<file path="config.mk">
export PLATFORM = sky130hd
export DESIGN_NAME = ysyx_22040750_mem_arbiter
export DESIGN_NICKNAME = d
export VERILOG_FILES = /design/src/rtl/ysyx_22040750_mem_arbiter.sv
export SDC_FILE = /design/constraint.sdc
export NUM_CORES = 1
export LEC_CHECK = 0
export ABC_AREA = 1
export BUFFER_PORTS_ARGS = -buffer_cell sky130_fd_sc_hd__buf_2
export CORE_AREA = 3 3 158 160
export CTS_CLUSTER_SIZE = 14
export DETAILED_ROUTE_END_ITERATION = 16
export DIE_AREA = 0 0 161 163
export MAX_ROUTING_LAYER = met4
export SLEW_MARGIN = 25
export SYNTH_ARGS = -nofsm -noshare
export SYNTH_HDL_FRONTEND = slang
export SYNTH_SLANG_ARGS = --single-unit
</file>
<file path="constraint.sdc">
create_clock -name I_sys_clk -period 1.3 [get_ports I_sys_clk]
set_clock_uncertainty 0.1 [all_clocks]
set_input_delay 0.195 -clock I_sys_clk [delete_from_list [all_inputs] [get_ports I_sys_clk]]
set_output_delay 0.195 -clock I_sys_clk [all_outputs]
set_load 0.02 [all_outputs]
</file>
<file path="src/rtl/ysyx_22040750_mem_arbiter.sv">
// Shares one memory port between instruction fetch and load/store, one owner at a time.
// Define YSYX_22040750_ARB_RR_EN for round-robin arbitration; default is fixed LSU priority.
module ysyx_22040750_mem_arbiter #(
  parameter int unsigned TIMEOUT_CYC = 255
) (
  input  logic        I_sys_clk,
  input  logic        I_rst_n,
  input  logic        I_if_valid,
  input  logic [31:0] I_if_addr,
  output logic        O_if_ready,
  output logic        O_if_resp_valid,
  output logic [31:0] O_if_rdata,
  input  logic        I_ls_valid,
  input  logic [31:0] I_ls_addr,
  input  logic        I_ls_wen,
  input  logic [63:0] I_ls_wdata,
  input  logic [7:0]  I_ls_wstrb,
  output logic        O_ls_ready,
  output logic        O_ls_resp_valid,
  output logic [63:0] O_ls_rdata,
  input  logic        I_fencei,
  output logic        O_mem_valid,
  input  logic        I_mem_ready,
  output logic [31:0] O_mem_addr,
  output logic        O_mem_wen,
  output logic [63:0] O_mem_wdata,
  output logic [7:0]  O_mem_wstrb,
  input  logic        I_mem_resp_valid,
  input  logic [63:0] I_mem_rdata,
  output logic        O_busy,
  output logic        O_timeout
);

  typedef enum logic [2:0] {
    S_IDLE    = 3'd0,
    S_IF_REQ  = 3'd1,
    S_IF_RESP = 3'd2,
    S_LS_REQ  = 3'd3,
    S_LS_RESP = 3'd4
  } state_e;

  localparam logic [7:0] TIMEOUT_LIM = TIMEOUT_CYC[7:0];

  state_e     state_q, state_d;
  logic [7:0] wd_cnt_q, wd_cnt_d;
  logic [7:0] wd_inc_s;
  logic       timeout_q, timeout_d;
  logic       if_req_s, grant_ls_s, grant_if_s;

  assign wd_inc_s = (wd_cnt_q == 8'hFF) ? 8'hFF : wd_cnt_q + 8'd1;

`ifdef YSYX_22040750_ARB_RR_EN
  logic last_ls_q, last_ls_d;

  // Last-owner tracking: a tie goes to whoever did not win the previous grant.
  always_comb begin
    last_ls_d = last_ls_q;
    if (state_q == S_IDLE && (grant_ls_s || grant_if_s)) begin
      last_ls_d = grant_ls_s;
    end else begin
      last_ls_d = last_ls_q;
    end
  end

  // Last-owner register, reset to IF so the first tie goes to the LSU.
  always_ff @(posedge I_sys_clk) begin
    if (!I_rst_n) begin
      last_ls_q <= 1'b0;
    end else begin
      last_ls_q <= last_ls_d;
    end
  end
`endif

  // Grant selection; fence.i only masks new instruction fetches.
  always_comb begin
    if_req_s = I_if_valid & ~I_fencei;
`ifdef YSYX_22040750_ARB_RR_EN
    grant_ls_s = I_ls_valid & ~(if_req_s & last_ls_q);
`else
    grant_ls_s = I_ls_valid;
`endif
    grant_if_s = if_req_s & ~grant_ls_s;
  end

  // Next-state logic and response watchdog.
  always_comb begin
    state_d   = state_q;
    wd_cnt_d  = wd_cnt_q;
    timeout_d = timeout_q;
    case (state_q)
      S_IDLE: begin
        if (grant_ls_s) begin
          state_d = S_LS_REQ;
        end else if (grant_if_s) begin
          state_d = S_IF_REQ;
        end else begin
          state_d = S_IDLE;
        end
      end
      S_IF_REQ, S_LS_REQ: begin
        if (I_mem_ready) begin
          state_d  = (state_q == S_IF_REQ) ? S_IF_RESP : S_LS_RESP;
          wd_cnt_d = 8'd0;
        end else begin
          state_d = state_q;
        end
      end
      S_IF_RESP, S_LS_RESP: begin
        if (I_mem_resp_valid) begin
          state_d = S_IDLE;
        end else begin
          // The FSM keeps waiting after a timeout; the flag is only a report.
          wd_cnt_d = wd_inc_s;
          if (wd_inc_s >= TIMEOUT_LIM) begin
            timeout_d = 1'b1;
          end else begin
            timeout_d = timeout_q;
          end
        end
      end
      default: begin
        state_d = S_IDLE;
      end
    endcase
  end

  // Output mux; everything is forced low while reset is asserted.
  always_comb begin
    O_mem_valid     = 1'b0;
    O_mem_addr      = 32'd0;
    O_mem_wen       = 1'b0;
    O_mem_wdata     = 64'd0;
    O_mem_wstrb     = 8'd0;
    O_if_ready      = 1'b0;
    O_if_resp_valid = 1'b0;
    O_if_rdata      = 32'd0;
    O_ls_ready      = 1'b0;
    O_ls_resp_valid = 1'b0;
    O_ls_rdata      = 64'd0;
    O_busy          = 1'b0;
    O_timeout       = 1'b0;
    if (I_rst_n) begin
      case (state_q)
        S_IF_REQ: begin
          O_mem_valid = 1'b1;
          O_mem_addr  = I_if_addr;
          O_if_ready  = I_mem_ready;
        end
        S_LS_REQ: begin
          O_mem_valid = 1'b1;
          O_mem_addr  = I_ls_addr;
          O_mem_wen   = I_ls_wen;
          O_mem_wdata = I_ls_wdata;
          O_mem_wstrb = I_ls_wstrb;
          O_ls_ready  = I_mem_ready;
        end
        S_IF_RESP: begin
          O_if_resp_valid = I_mem_resp_valid;
          O_if_rdata      = I_mem_rdata[31:0];
        end
        S_LS_RESP: begin
          O_ls_resp_valid = I_mem_resp_valid;
          O_ls_rdata      = I_mem_rdata;
        end
        default: begin
          O_mem_valid = 1'b0;
        end
      endcase
      O_busy    = (state_q != S_IDLE);
      O_timeout = timeout_q;
    end else begin
      O_busy = 1'b0;
    end
  end

  // State, watchdog counter and sticky timeout flag.
  always_ff @(posedge I_sys_clk) begin
    if (!I_rst_n) begin
      state_q   <= S_IDLE;
      wd_cnt_q  <= 8'd0;
      timeout_q <= 1'b0;
    end else begin
      state_q   <= state_d;
      wd_cnt_q  <= wd_cnt_d;
      timeout_q <= timeout_d;
    end
  end

endmodule

</file>
==> flow_summary.html <==
<table>
<tr><th>Metric</th><th>Value</th></tr>
<tr><th colspan="2">Finish</th></tr>
<tr><td>Most common library cell in the layout ignoring fill and taps</td><td>sky130_fd_sc_hd__buf_2</td></tr>
<tr><td>Final net count</td><td>1,190</td></tr>
<tr><td>Area overhead of the layout relative to synthesis</td><td>143%</td></tr>
<tr><td>Fraction of layout instances using a drive strength above 1</td><td>70.0%</td></tr>
<tr><td>Top library cells by usage in the layout, fill and taps aside</td><td>sky130_fd_sc_hd__buf_2, sky130_fd_sc_hd__inv_1, sky130_fd_sc_hd__nor2_4, sky130_fd_sc_hd__buf_4, sky130_fd_sc_hd__nor2_2</td></tr>
<tr><td>Final core utilization</td><td>30.9%</td></tr>
<tr><th colspan="2">Clock tree</th></tr>
<tr><td>Number of levels in the clock H-tree</td><td>1</td></tr>
<tr><td>Clock tree sinks</td><td>12</td></tr>
<tr><td>Buffers from clock root to sink, at most</td><td>2</td></tr>
<tr><td>Num CTS Buffers</td><td>3</td></tr>
<tr><td>Clock tree from TritonCTS</td><td>done</td></tr>
<tr><td>Clk Tree Root Cell</td><td>sky130_fd_sc_hd__clkbuf_16</td></tr>
<tr><td>Post-CTS clock slew at the launch and capture registers of the worst setup and hold paths</td><td>0.05 ns</td></tr>
<tr><td>Source-to-sink clock delay at the later pin of the worst-skew pair</td><td>0.24 ns</td></tr>
<tr><th colspan="2">Run status</th></tr>
<tr><td>Result of the run</td><td>finished, violations left</td></tr>
<tr><td>Violations in the final reports</td><td>setup timing</td></tr>
<tr><th colspan="2">Global route</th></tr>
<tr><td>Wire length of the first global-routing pass</td><td>24,100 um</td></tr>
<tr><td>Global route hottest layer</td><td>met2</td></tr>
<tr><td>Met3 usage in global routing</td><td>1.73%</td></tr>
<tr><td>Antenna violations before repair</td><td>2</td></tr>
<tr><td>Via count of the first global-routing pass</td><td>4,468</td></tr>
<tr><td>Met1 demand-to-capacity share in global routing</td><td>14.6%</td></tr>
<tr><td>GRT Overall Usage</td><td>11.6%</td></tr>
<tr><td>Largest net degree at the start of global routing</td><td>66</td></tr>
<tr><td>Total overflow reported by the global router</td><td>0</td></tr>
<tr><td>GR Util met2</td><td>20.4%</td></tr>
<tr><th colspan="2">Critical path</th></tr>
<tr><td>Launching element type of the critical path</td><td>register</td></tr>
<tr><td>Required arrival time at the worst endpoint</td><td>1.00 ns</td></tr>
<tr><td>Setup CP Type</td><td>reg -&gt; out</td></tr>
<tr><td>R2R cell count</td><td>9</td></tr>
<tr><td>Critical path capture point type</td><td>primary output</td></tr>
<tr><td>Flop2flop setup slack</td><td>-0.19 ns</td></tr>
<tr><td>Data arrival time of the critical path</td><td>1.56 ns</td></tr>
<tr><td>Capturing point of the worst reg2reg path</td><td>state_q[1]</td></tr>
<tr><td>Worst R2R Start</td><td>state_q[0]</td></tr>
<tr><td>Largest fanout on the critical path</td><td>7</td></tr>
<tr><th colspan="2">Logic synthesis</th></tr>
<tr><td>Net count of the mapped netlist</td><td>742</td></tr>
<tr><td>Post-synthesis instance area</td><td>3000 um^2</td></tr>
<tr><td>Portion of synthesized cell area occupied by the leading cell type</td><td>23.3%</td></tr>
<tr><td>Top cells by area in the synthesized netlist</td><td>sky130_fd_sc_hd__nor2_4, sky130_fd_sc_hd__nor2_1, sky130_fd_sc_hd__inv_1</td></tr>
<tr><td>Mean area per synthesized cell</td><td>5.63 um^2</td></tr>
<tr><td>Fraction of the yosys area taken by sequential cells</td><td>8.01%</td></tr>
<tr><td>Register bit total from synthesis</td><td>12</td></tr>
<tr><td>Number of cells produced by synthesis</td><td>533</td></tr>
<tr><td>Cell taking the most area after synthesis</td><td>sky130_fd_sc_hd__nor2_4</td></tr>
<tr><td>Number of unique standard cell types used by synthesis</td><td>23</td></tr>
<tr><td>Yosys warning total</td><td>0</td></tr>
<tr><th colspan="2">STA</th></tr>
<tr><td>Max-slew violation count</td><td>0</td></tr>
<tr><td>Slew at the pin closest to its max-slew limit</td><td>0.290 ns</td></tr>
<tr><td>Share of the clock period used by the worst path after layout</td><td>143%</td></tr>
<tr><td>Sum Neg Setup Slack</td><td>-100.42 ns</td></tr>
<tr><td>Finish-stage setup viols</td><td>218</td></tr>
<tr><td>Hold_ws</td><td>0.176 ns</td></tr>
<tr><td>Slack of the critical path</td><td>-0.558 ns</td></tr>
<tr><td>Shortest clock period the worst path allows after layout</td><td>1.86 ns</td></tr>
<tr><td>RSZ-0062 raised after global routing</td><td>yes</td></tr>
<tr><td>Worst slew slack as a fraction of its limit</td><td>80.6%</td></tr>
<tr><td>Final count of hold timing violations</td><td>0</td></tr>
<tr><td>Peak Freq</td><td>0.538 GHz</td></tr>
<tr><th colspan="2">Place</th></tr>
<tr><td>Number of buffers added on ports</td><td>415</td></tr>
<tr><td>Placer congestion estimate</td><td>0.772</td></tr>
<tr><td>Total half-perimeter wirelength after legalization and detailed placement</td><td>13,900 um</td></tr>
<tr><td>Placement-stage worst setup slack</td><td>-0.342 ns</td></tr>
<tr><th colspan="2">Floorplan</th></tr>
<tr><td>Die boundary width</td><td>161 um</td></tr>
<tr><td>Top-Level Pins</td><td>416</td></tr>
<tr><td>Area of the core region</td><td>23,500 um^2</td></tr>
<tr><td>Area of the die</td><td>26,200 um^2</td></tr>
<tr><td>Floorplan row count</td><td>56</td></tr>
<tr><td>Starting Density</td><td>12.7%</td></tr>
<tr><td>Floorplan die height</td><td>163 um</td></tr>
<tr><th colspan="2">Route</th></tr>
<tr><td>WL final</td><td>18,200 um</td></tr>
<tr><td>Drc violations</td><td>0</td></tr>
<tr><td>1st-pass router iterations</td><td>4</td></tr>
<tr><td>Residual antenna-violating net count after detailed routing</td><td>0</td></tr>
<tr><td>Drt first-iter violations</td><td>224</td></tr>
<tr><td>Vias</td><td>4,825</td></tr>
<tr><td>Mean number of vias per cell</td><td>3.71</td></tr>
<tr><td>Routed wirelength normalized by instance count</td><td>14.0 um</td></tr>
<tr><th colspan="2">Pwr</th></tr>
<tr><td>Leak pwr</td><td>0.00403 uW</td></tr>
<tr><td>Peak supply drop</td><td>0.474 mV</td></tr>
<tr><td>Power density over the cells</td><td>572 nW/um^2</td></tr>
<tr><td>Final Power</td><td>4160 uW</td></tr>
<tr><th colspan="2">Worst hold path</th></tr>
<tr><td>Startpoint of the most critical hold path</td><td>I_ls_valid</td></tr>
<tr><td>Cells on Worst Hold Path</td><td>3</td></tr>
<tr><td>Worst hold path endpoint</td><td>state_q[0]</td></tr>
<tr><td>Kind of path behind the tightest hold check</td><td>in -&gt; reg</td></tr>
<tr><th colspan="2">Flow run</th></tr>
<tr><td>Maximum capacitance violations</td><td>0</td></tr>
</table>
-- through the flow --
step	cells	cell area (um^2)
after floorplan	533	3720
after global placement	1279	6370
after detailed placement	1279	6370
after CTS	1286	6750
after global routing	1300	7280
final	1300	7280
-- report_power, final --
group          switching [uW]  total [uW]  leakage, uW  internal, uW
registers                34.7         436    0.0000984           401
logic                    1760        3090      0.00388          1330
clock network             173         639    0.0000442           466
total                    1970        4160      0.00403          2200
-- synth_stat cells (all sizes together) --
cell type  instances
nor4               1
xnor2              1
a22oi             31
or2                1
nand3             12
inv              156
o21ai              4
nor2             215
buf               26
clkbuf             4
a21oi             13
nand2             53
nor3               1
dfxtp             12
nand4              2
ha                 1
-- final cells by class --
type / instances / area [um^2]
fill: 2525 / 16300
antenna: 1 / 2.50
sequential: 12 / 244
tap: 319 / 399
clock buffer: 4 / 88.8
timing repair buffer: 472 / 3340
inverter: 156 / 591
multi-input combinational: 336 / 2620
-- timing repair --
action,CTS,global route
pin swaps,1,1
hold buffers,0,0
setup endpoints to repair,218,218
gates cloned,1,10
gates resized for setup,77,100
buffers inserted,2,3
-- kinds of logic after synthesis --
logic type / count (synthesis) / synth area share [%]
AND/OR/NAND/NOR: 285 / 52.6
flip-flops: 12 / 8.01
AO/OA/AOI/OAI: 48 / 10.7
adder cells (fa/ha/maj): 1 / 0.417
XOR/XNOR: 1 / 0.292
buffers and inverters: 186 / 28.0
-- worst max-delay path, cell delays in order (launching register included) --
cell	delay [ns]
sky130_fd_sc_hd__dfxtp_2	0.34
sky130_fd_sc_hd__inv_2	0.05
sky130_fd_sc_hd__nor2_4	0.08
sky130_fd_sc_hd__nand2_1	0.09
sky130_fd_sc_hd__clkinv_4	0.12
sky130_fd_sc_hd__nand2_8	0.13
sky130_fd_sc_hd__buf_12	0.16
sky130_fd_sc_hd__buf_16	0.14
sky130_fd_sc_hd__nor2_4	0.09
sky130_fd_sc_hd__buf_6	0.12
-- metal layers --
| layer | share of wire (%) | routed length (um) |
|---|---|---|
| met2 | 51 | 9350 |
| met1 | 41 | 7400 |
| met4 | 0.76 | 138 |
| met5 | 0 | 0 |
| met3 | 7.2 | 1300 |
-- registers in the layout, indices dropped and copies added, names as in the netlist --
register and count:
wd_cnt_q 8, timeout_q 1, state_q 3
-- worst max-delay path by stage --
stage,from,to,slack (ns),cells past startpoint
floorplan,state_q[1],O_ls_rdata[33],-0.17,6
global placement,state_q[0],O_mem_addr[31],-0.31,9
detailed placement,state_q[0],O_mem_addr[23],-0.34,9
CTS,state_q[0],O_mem_addr[23],-0.57,9
global route,state_q[0],O_mem_addr[19],-0.64,9
finish,state_q[0],O_mem_wdata[2],-0.56,9
Note: power is estimated with default switching activity, not from simulation.
